<file path="config.mk">
export PLATFORM = sky130hd
export DESIGN_NAME = encoder8to3_pending
export DESIGN_NICKNAME = d
export VERILOG_FILES = /design/src/rtl/enc_pkg.sv /design/src/rtl/encoder8to3_pending_prio_pick8.sv /design/src/rtl/encoder8to3_pending.sv
export SDC_FILE = /design/constraint.sdc
export NUM_CORES = 1
export LEC_CHECK = 0
export CAP_MARGIN = 15
export CORE_MARGIN = 2
export CORE_UTILIZATION = 45
export CTS_CLUSTER_SIZE = 10
export DETAILED_ROUTE_END_ITERATION = 12
export DONT_BUFFER_PORTS = 1
export SYNTH_ARGS = -nofsm -noshare
export SYNTH_HDL_FRONTEND = slang
export SYNTH_SLANG_ARGS = --single-unit
</file>
<file path="constraint.sdc">
create_clock -name clk -period 3 [get_ports clk]
set_input_delay 0.6 -clock clk [delete_from_list [all_inputs] [get_ports clk]]
set_output_delay 0.6 -clock clk [all_outputs]
set_load 0.005 [all_outputs]
</file>
<file path="src/rtl/enc_pkg.sv">
`default_nettype none
// ============================================================================
//  Module      : enc_pkg
//  Description : Shared constants and helpers for the 8-to-3 pending event
//                encoder and its priority picker.
//  Contents    : ENC_N  - number of event lines
//                ENC_W  - width of a binary event index
//                onehot8 - index to one-hot mask conversion
//  Revision    : 1.0 - initial release
// ============================================================================
package enc_pkg;

    localparam int ENC_N = 8;
    localparam int ENC_W = 3;

    // One-hot mask for a 3-bit index.
    function automatic logic [ENC_N-1:0] onehot8(input logic [ENC_W-1:0] idx);
        onehot8 = {{(ENC_N-1){1'b0}}, 1'b1} << idx;
    endfunction

endpackage : enc_pkg
`default_nettype wire

</file>
<file path="src/rtl/encoder8to3_pending_prio_pick8.sv">
`default_nettype none
// ============================================================================
//  Module      : prio_pick8
//  Description : Combinational rotating-priority picker over 8 requests.
//                Searches start, start+1, ... wrapping 7->0 and returns the
//                first set request. start=0 gives plain lowest-index priority.
//  Ports       : req   [7:0] in  - request vector
//                start [2:0] in  - index searched first
//                idx   [2:0] out - chosen index (0 when nothing requested)
//                any         out - at least one request set
//  Revision    : 1.0 - initial release
// ============================================================================
module prio_pick8
    import enc_pkg::*;
(
    input  logic [ENC_N-1:0] req,
    input  logic [ENC_W-1:0] start,
    output logic [ENC_W-1:0] idx,
    output logic             any
);

    logic [ENC_W-1:0] cand;

    // Walk the search order backwards so the last hit written is the one
    // closest to start; the 3-bit sum wraps naturally from 7 to 0.
    always_comb begin
        idx  = '0;
        any  = 1'b0;
        cand = '0;
        for (int k = ENC_N - 1; k >= 0; k--) begin
            cand = start + ENC_W'(k);
            if (req[cand]) begin
                idx = cand;
                any = 1'b1;
            end
        end
    end

endmodule : prio_pick8
`default_nettype wire

</file>
<file path="src/rtl/encoder8to3_pending.sv">
`default_nettype none
// ============================================================================
//  Module      : encoder8to3_pending
//  Description : Sequential 8-to-3 event encoder. Event pulses are latched
//                into a pending set and issued one at a time as a binary
//                index on a valid/ready handshake.
//  Parameters  : ROUND_ROBIN - 0: lowest pending index wins
//                              1: search starts after the last issued index
//  Ports       : clk            in  - clock, rising edge
//                rst            in  - synchronous active-high reset
//                in       [7:0] in  - event pulses, multi-hot allowed
//                out      [2:0] out - issued event index (registered)
//                valid          out - out holds an issued event (registered)
//                ready          in  - consumer accepts out this cycle
//                pending  [7:0] out - latched events not yet issued
//                overflow       out - pulse: event merged into a pending bit
//  Revision    : 1.0 - initial release
// ============================================================================
module encoder8to3_pending
    import enc_pkg::*;
#(
    parameter bit ROUND_ROBIN = 1'b0
) (
    input  logic             clk,
    input  logic             rst,
    input  logic [ENC_N-1:0] in,
    output logic [ENC_W-1:0] out,
    output logic             valid,
    input  logic             ready,
    output logic [ENC_N-1:0] pending,
    output logic             overflow
);

    logic [ENC_N-1:0] pending_q, pending_d;
    logic [ENC_W-1:0] out_q,     out_d;
    logic             valid_q,   valid_d;
    logic             overflow_q, overflow_d;
    logic [ENC_W-1:0] rr_ptr_q,  rr_ptr_d;

    logic [ENC_W-1:0] pick_start;
    logic [ENC_W-1:0] sel;
    logic             sel_any;
    logic             fire;
    logic             load;
    logic [ENC_N-1:0] load_mask;

    // Selection only looks at the registered pending set, so an event
    // arriving this cycle can never bypass the pending stage.
    assign pick_start = ROUND_ROBIN ? rr_ptr_q : '0;

    prio_pick8 u_pick (
        .req   (pending_q),
        .start (pick_start),
        .idx   (sel),
        .any   (sel_any)
    );

    assign fire      = valid_q & ready;
    // The output slot is free when empty or being drained this cycle.
    assign load      = (~valid_q | fire) & sel_any;
    assign load_mask = load ? onehot8(sel) : '0;

    always_comb begin
        pending_d  = (pending_q & ~load_mask) | in;
        // A bit being loaded this cycle is not a collision: the new pulse
        // simply re-pends it as a fresh event.
        overflow_d = |(in & pending_q & ~load_mask);
        out_d      = out_q;
        valid_d    = valid_q;
        rr_ptr_d   = rr_ptr_q;
        if (load) begin
            out_d    = sel;
            valid_d  = 1'b1;
            rr_ptr_d = sel + ENC_W'(1);
        end else if (fire) begin
            valid_d  = 1'b0;
        end
    end

    always_ff @(posedge clk) begin
        if (rst) begin
            pending_q  <= '0;
            out_q      <= '0;
            valid_q    <= 1'b0;
            overflow_q <= 1'b0;
            rr_ptr_q   <= '0;
        end else begin
            pending_q  <= pending_d;
            out_q      <= out_d;
            valid_q    <= valid_d;
            overflow_q <= overflow_d;
            rr_ptr_q   <= rr_ptr_d;
        end
    end

    assign pending  = pending_q;
    assign out      = out_q;
    assign valid    = valid_q;
    assign overflow = overflow_q;

endmodule : encoder8to3_pending
`default_nettype wire

</file>
---- Word level (Yosys, flattened, before mapping) ----
Cells that the tools add are included.
operators by class
  shifts and indexed selects .............. 1
  mux-type cells .......................... 19
  bitwise logic cells ..................... 9
  reductions and logical operators ........ 2
operator list
  kind                 count
  $and 8x8->8          3
  $mux 3               8
  $mux 1               10
  $mux 8               1
  $not 8->8            1
  $or 8x8->8           1
  $reduce_or 8->1      1
  $shl 1x3->8 const A  1
  $and 1x1->1          2
  $reduce_bool 2->1    1
  $not 1->1            1
  $or 1x1->1           1
word-level totals
  flip-flop bits (word level) ............. 13
  bits of input ports ..................... 11

---- Longest topological paths before layout ----
Gate-level depths: netlist of run 1.
  word-level depth ........................ 13
  depth in mapped cells ................... 5
  mapped depth without buffers ............ 5

---- By module ----
From an unflattened synthesis of run 1, not the netlist that was laid out.
second synthesis, totals
  cell total of the unflattened synthesis .. 165
  area, all modules ....................... 1,365.1 um2
modules (own cells, without submodules)
  module               instances  cells an instance  area each (um2)  sequential area each (um2)
  prio_pick8           1          90                 782.0            0.0
  encoder8to3_pending  1          75                 583.1            260.2

---- Worst setup path after synthesis of run 1 ----
Ideal clock, no wire load.
  path kind ............................... input-to-reg
  start point ............................. in ready
  end point ............................... reg overflow_q (netlist: overflow)
  library setup time ...................... 0.137 ns
  arrival time ............................ 1.346 ns
  path slack .............................. 1.517 ns
  cell stages on the path ................. 5
  path through ............................ nand2b_2 -> nand2_1 -> and3_1 -> a311oi_1 -> a41oi_1
between the ends
  cells in the longest elaborated chain, start to end .. 7
RTL lines
  what                  RTL line                   RTL
  start, declared       encoder8to3_pending.sv:29  input logic ready,
  $and 1x1->1           encoder8to3_pending.sv:58  assign fire = valid_q & ready;
  $or 1x1->1            encoder8to3_pending.sv:60  assign load = (~valid_q | fire) & sel_any;
  $and 1x1->1           encoder8to3_pending.sv:60
  $mux 8                encoder8to3_pending.sv:61  assign load_mask = load ? onehot8(sel) : '0;
  $not 8->8             encoder8to3_pending.sv:67  overflow_d = |(in & pending_q & ~load_mask);
  $and 8x8->8           encoder8to3_pending.sv:67
  $reduce_or 8->1       encoder8to3_pending.sv:67
  end signal, assigned  encoder8to3_pending.sv:91  overflow_q <= overflow_d;
  end, declared         encoder8to3_pending.sv:37  logic overflow_q, overflow_d;
Every way passes these cells.
A chain may end at the register's enable or synchronous reset.

---- Worst setup path in the final report of run 1 ----
  start point ............................. reg pending_q[3] (netlist: pending[3])
  end point ............................... reg overflow_q (netlist: overflow)
between the ends
  cells in the longest elaborated chain, start to end .. 9
  elaborated cells between the ends (all ways) .. 15
  those cells by class .................... shift: 1; mux: 9; bitwise: 4; reduce/logical: 1
RTL lines
  what                                           RTL line                                  RTL
  start, declared                                encoder8to3_pending.sv:34                 logic [ENC_N-1:0] pending_q, pending_d;
  start signal, assigned                         encoder8to3_pending.sv:88                 pending_q <= pending_d;
  $mux 3 or $mux 1 (tied branches) (4 in a row)  encoder8to3_pending_prio_pick8.sv:32      if (req[cand]) begin
  $shl 1x3->8 or $and 1x1->1 (tied branches)     enc_pkg.sv:18, encoder8to3_pending.sv:60
  $mux 8                                         encoder8to3_pending.sv:61
  $not 8->8                                      encoder8to3_pending.sv:67
  $and 8x8->8 (*)                                encoder8to3_pending.sv:67
  $reduce_or 8->1 (*)                            encoder8to3_pending.sv:67
Mark *: on every way between the ends. The rest lies on a longest branch, timed or not.

==> flow_summary_export.csv, run 1 <==
group,metric,value,unit
yosys,synthXorXnorAreaFrac,0,%
floorplan,die_w,40.31,µm
power,ir_drop,0.2878,mV
route,route.detailed.drc,0,
route,num_vias,509,
cts,cts_max_path_buffers,2,
placement,gp_congestion,0.8136,
route,via_per_inst,5.719,
route,wirelength,1220,µm
yosys,synthFlopType,"dfxtp_1",
worst_setup_path,reg2regPathDepth,5,
sta,hold_viol_final,0,
sta,fmax,672.4,MHz
layout,layout_common_cells,"nor2_1, dfxtp_1, a21oi_1",
floorplan,die_h,40.31,µm
layout,layout-drive-gt1-share,9.459,%
global_routing,grt_use_total,19.63,%
worst_setup_path,r2r_start,"pending[3]",
yosys,yosys.area_share.simple,25.11,%
layout,multi_input_area,314.1,µm²
yosys,syn_avg_cell_area,8.353,µm²
worst_setup_path,crit_type,"flip-flop to flip-flop",
cts,path_clk_slew,80,ps
layout,fin_nets,86,
sta,fin_crit_sh,49.57,%
floorplan,num_io_pins,24,
power,p_leak,0.2441,nW
global_routing,grt.overflow.total,0,
yosys,synth_fa_ha_area_share,0,%
sta,drv_slew,0,
cts,cts_tree,"yes",
floorplan,rows,13,
worst_setup_path,worst-path-max-fanout,5,
global_routing,grt_max_degree,15,
worst_setup_path,startpoint,"pending[3]",
worst_setup_path,r2r-end,"overflow",
cts,cts_sinks,13,
route,drtAntennaViolNets,0,
yosys,synth_top_family_by_area,"compound AO/OA/AOI/OAI gates",
yosys,synth-seq-cells,13,
floorplan,start_util,46.75,%
worst_setup_path,crit_required,3150,ps
sta,setup_violations,0,
yosys,synthArstFlopShare,0,%
power,p_total,0.0003594,W
worst_hold_path,hp-class,"primary input to flip-flop",
route,initialDrtViolationCount,7,
floorplan,core,0.001269,mm²
cts,cts_root_buf,"clkbuf_4",
yosys,synthMuxAreaShare,1.688,%
sta,rsz0062_at_grt,"false",
sta,tightestPinTransition,328.5,ps
yosys,synth-compound-area-share,26.16,%
yosys,synth_cells,71,
global_routing,grt_pass1_wl,2021,µm
power,pwr_density_cell,566.6,mW/mm²
cts,cts_resized,0,
route,drt_pre_antenna_iters,4,
cts,numCtsBuffers,3,
layout,nFillCells,129,
yosys,synth_nets,82,
global_routing,grt_pass1_vias,476,
layout,ff_latch_area,260.3,µm²
global_routing,antenna_found_initial,0,
cts,hold_buffers,0,
yosys,ys_types,27,
layout,area_growth,6.962,%
layout,n_antenna_cell,0,
floorplan,dieArea,0.001624,mm²
placement,port_buffers,0,
cts,htree_levels,1,
outcome,status,"completed",
placement,hpwl,935.6,µm
yosys,ys.warnings.count,0,
worst_setup_path,cp-endpoint,"overflow",
job,max_cap_viol_count,0,
layout,instances_no_fill,89,
yosys,synth_edf_count,0,
placement,dpl.cell_count,85,
cts,clock_latency,280,ps
route,wl_per_cell,13.71,µm
worst_setup_path,r2r_slack,1510,ps
worst_setup_path,worstSetupEndpointType,"flip-flop",
sta,fin_crit,1487,ps
cts,post-cts-setup-buffers,0,
sta,setup_tns,0,ps
sta,finClkSkew,1.532,ps
yosys,synth-seq-area-share,43.88,%
sta,slew_headroom,78.07,%
worst_setup_path,arrival,1630,ps
yosys,syn_area,593.1,µm²
worst_setup_path,startpoint_type,"flip-flop",
## sequential cells by signal, summed over array words and instances (netlist names)
signal / cells
pending: 8
valid: 1
overflow: 1
out: 3
## layout make-up
| type | count | share of cell area (%) |
|---|---|---|
| multi-input cells | 53 | 49.51 |
| inverters | 4 | 2.367 |
| well taps | 15 | 2.959 |
| clock buffers | 4 | 4.142 |
| flip-flops and latches | 13 | 41.03 |
## synthesized netlist by cell type, drive strengths merged, types with 2 or more instances
cell / number / area [µm²]
o21ai: 6 / 30.02
inv: 4 / 15.01
a21oi: 10 / 50.05
dfxtp: 13 / 260.3
nor2: 13 / 48.80
nand2: 4 / 17.52
nand3: 3 / 20.02
nor2b: 2 / 12.51
## kinds of logic after synthesis
family / Yosys count
buf+inv: 5
mux: 1
simple gates: 27
flops: 13
compound gates: 25
## power by group
part	total, W	internal (W)	switching (W)
clock network	0.000108	0.0000516	0.0000566
registers	0.000206	0.000187	0.0000192
logic	0.0000454	0.0000218	0.0000236
## through the flow
| stage | hold WS, ps | util, % | cell area, µm² | worst slack, ps |
|---|---|---|---|---|
| floorplan | 474.8 | - | 593.1 | 1518 |
| global placement | 500.0 | 47.93 | 608.1 | 1472 |
| detailed placement | 503.6 | 47.93 | 608.1 | 1417 |
| CTS | 379.1 | 50.00 | 634.4 | 1514 |
| global route | 368.2 | 50.00 | 634.4 | 1406 |
| finish | 380.1 | 50.00 | 634.4 | 1513 |
## worst min path at each step
stage | slack [ps] | endpoint | depth (start not counted) | startpoint
6_report | 380 | pending[3] | 1 | rst
4_1_cts | 380 | pending[3] | 1 | rst
5_1_grt | 370 | pending[3] | 1 | rst
2_1_floorplan | 470 | out[0] | 2 | out[0]
3_5_place_dp | 500 | out[0] | 2 | out[0]
3_3_place_gp | 500 | out[0] | 2 | out[0]
## per-layer routing
metal | up-vias | global-route usage [%] | wire length, µm
met5 | - | 0 | 0
met4 | 0 | 12.50 | 31
met3 | 5 | 8.889 | 138
met2 | 24 | 26.21 | 491
met1 | 220 | 25.17 | 558
li1 | 260 | - | -
## critical path: stages (launching register included)
cell and delay, ps:
dfxtp_1 380, nor4_4 340, nand3_2 140, a211o_1 260, nand3_1 100, a41oi_1 130
Power figures use the tool's default switching activity.
==> inputs of run 2 (changes only) <==
Settings changed: ABC_AREA from default to 1, CORE_ASPECT_RATIO from default to 0.9.
Clock period 3 ns to 1.56 ns, I/O delays scaled along.
==> flow_summary_export.csv, run 2 <==
group,metric,value,unit
outcome,status,"completed",
route,wl_per_cell,12.32,µm
route,num_vias,672,
job,max_cap_viol_count,0,
floorplan,rows,13,
worst_setup_path,arrival,1670,ps
route,route.detailed.drc,0,
power,pwr_density_cell,943.4,mW/mm²
floorplan,die_h,41.60,µm
layout,largest_reg_flops,8,
cts,htree_levels,1,
layout,area_growth,21.77,%
global_routing,grt_use_total,17.85,%
route,drtAntennaViolNets,0,
cts,cts_sinks,13,
global_routing,grt_pass1_vias,629,
placement,dpl_worst_slack,60.98,ps
yosys,ys.warnings.count,0,
floorplan,num_io_pins,24,
yosys,synth-seq-cells,13,
layout,fin_nets,127,
route,wirelength,1601,µm
placement,port_buffers,0,
layout,layout_common_cells,"nand2_1, inv_1, a21oi_1",
layout,layout-drive-gt1-share,32.17,%
layout,nFillCells,141,
power,combPwrFrac,25.1,%
layout,final_cell_area,860.8,µm²
yosys,yosysTopAreaCell,"dfxtp_1",
sta,whs,81.73,ps
floorplan,dieArea,0.001904,mm²
yosys,synth_top_area_share,36.81,%
yosys,yosysMostFrequentCell,"nand2_1",
cts,cts_max_path_buffers,2,
sta,fin_crit_sh,95.45,%
layout,instances_no_fill,130,
worst_setup_path,startpoint_type,"flip-flop",
layout,n_antenna_cell,0,
yosys,synthFlopType,"dfxtp_1",
yosys,synth_nets,118,
cts,numCtsBuffers,3,
layout,layout_commonest_cell,"nand2_1",
power,ir_drop,0.4984,mV
cts,hold_buffers,0,
placement,gp_congestion,0.8192,
cts,path_clk_slew,80,ps
route,drt_pre_antenna_iters,4,
yosys,ys_types,19,
sta,setup_ws,71.02,ps
sta,slew_headroom,74.65,%
floorplan,core,0.001464,mm²
yosys,synth_cells,107,
power,p_total,0.0008121,W
sta,drv_slew,0,
global_routing,grt_pass1_wl,2539,µm
sta,rsz0062_at_grt,"true",
yosys,synthArstFlopShare,0,%
power,seqPwrFrac,48.5,%
power,pwr-share-clk,26.3,%
yosys,synth_edf_count,0,
power,p_int,0.0005422,W
floorplan,start_util,48.29,%
worst_setup_path,worstSetupEndpointType,"flip-flop",
worst_hold_path,hp-class,"primary input to flip-flop",
sta,fin_crit,1489,ps
global_routing,grt_max_degree,13,
yosys,syn_avg_cell_area,6.607,µm²
route,initialDrtViolationCount,20,
sta,hold_viol_final,0,
placement,hpwl,1157,µm
sta,finClkSkew,5.146,ps
global_routing,grt.overflow.total,0,
worst_setup_path,worst-path-max-fanout,4,
yosys,syn_area,706.9,µm²
sta,tightestPinTransition,380.2,ps
sta,setup_violations,0,
power,p_sw_share,33.24,%
power,p_leak,0.4220,nW
power,switchingPower,0.0002699,W
worst_setup_path,crit_type,"flip-flop to flip-flop",
yosys,synthTopCellsByArea,"dfxtp_1, nand2_1, a21oi_1",
global_routing,antenna_found_initial,0,
yosys,synthTopCellsByCount,"nand2_1, inv_1, a21oi_1",
route,via_per_inst,5.169,
placement,dpl.cell_count,123,
floorplan,die_w,45.78,µm
yosys,synth-seq-area-share,36.81,%
cts,cts_root_buf,"clkbuf_4",
worst_setup_path,crit_required,1740,ps
cts,cts_tree,"yes",
cts,clock_latency,280,ps
placement,post_dp_cell_area,737.0,µm²
sta,fmax,671.6,MHz
-- run 2: metal layers --
layer / part of all wire (%) / vias up / global-route usage, %
li1: - / 353 / -
met1: 43 / 295 / 23.20
met2: 49 / 22 / 27.32
met3: 7.5 / 2 / 7.826
met4: 0.37 / 0 / 3.429
met5: 0 / - / 0
-- run 2: logic make-up (layout without fill, tap and decap cells) --
family,Yosys count,after routing,synth area share [%]
AOI/OAI and AO/OA,19,19,15.04
DFF,13,13,36.81
buffers and inverters,22,30,11.68
and+or+nand+nor,53,53,36.46
-- run 2: through the flow --
| step | util [%] | TNS [ps] |
|---|---|---|
| 3_3_place_gp | 50.34 | 0 |
| 4_1_cts | 52.14 | 0 |
| 3_5_place_dp | 50.34 | 0 |
| 5_1_grt | 58.80 | -42.85 |
| 2_1_floorplan | - | 0 |
| 6_report | 58.80 | 0 |
-- run 2: cell type report --
class	count	area, µm²	share of cell area (%)
multi-input combinational	72	419.2	48.69
sequential	13	277.8	32.27
inverter	21	81.33	9.448
timing repair buffer	5	37.54	4.360
clock buffer	4	26.28	3.052
tap	15	18.77	2.180
-- run 2: final timing paths --
check	depth (start not counted)	to	slack [ps]	startpoint
max	10	overflow	70	pending[1]
max reg2reg	10	overflow	70	pending[1]
min reg2reg	2	pending[1]	540	pending[1]
min	1	pending[6]	80	rst
-- run 2: what timing repair did --
action,CTS,global route
hold endpoints to repair,0,0
endpoints found under the setup margin,0,4
buffers inserted,0,3
gates resized for setup,0,25
-- run 2: worst max-delay path, stage by stage, from the launching register on --
cell      delay (ps)
dfxtp_4          370
inv_2             50
nand2_4           90
inv_1             60
a22oi_2          260
nand2_1          140
nand3_1           80
nand2_1           50
nand3b_1         150
nor2_1            90
nor2_1            40
-- run 2: power by group through the flow --
stage                     clock, W  sequential, W  combinational, W
after floorplan                  0       0.000396          0.000134
after global placement           0       0.000399          0.000161
after detailed placement         0       0.000399          0.000162
after CTS                 0.000224       0.000391          0.000163
after global routing      0.000237       0.000401          0.000229
final                     0.000214       0.000394          0.000204
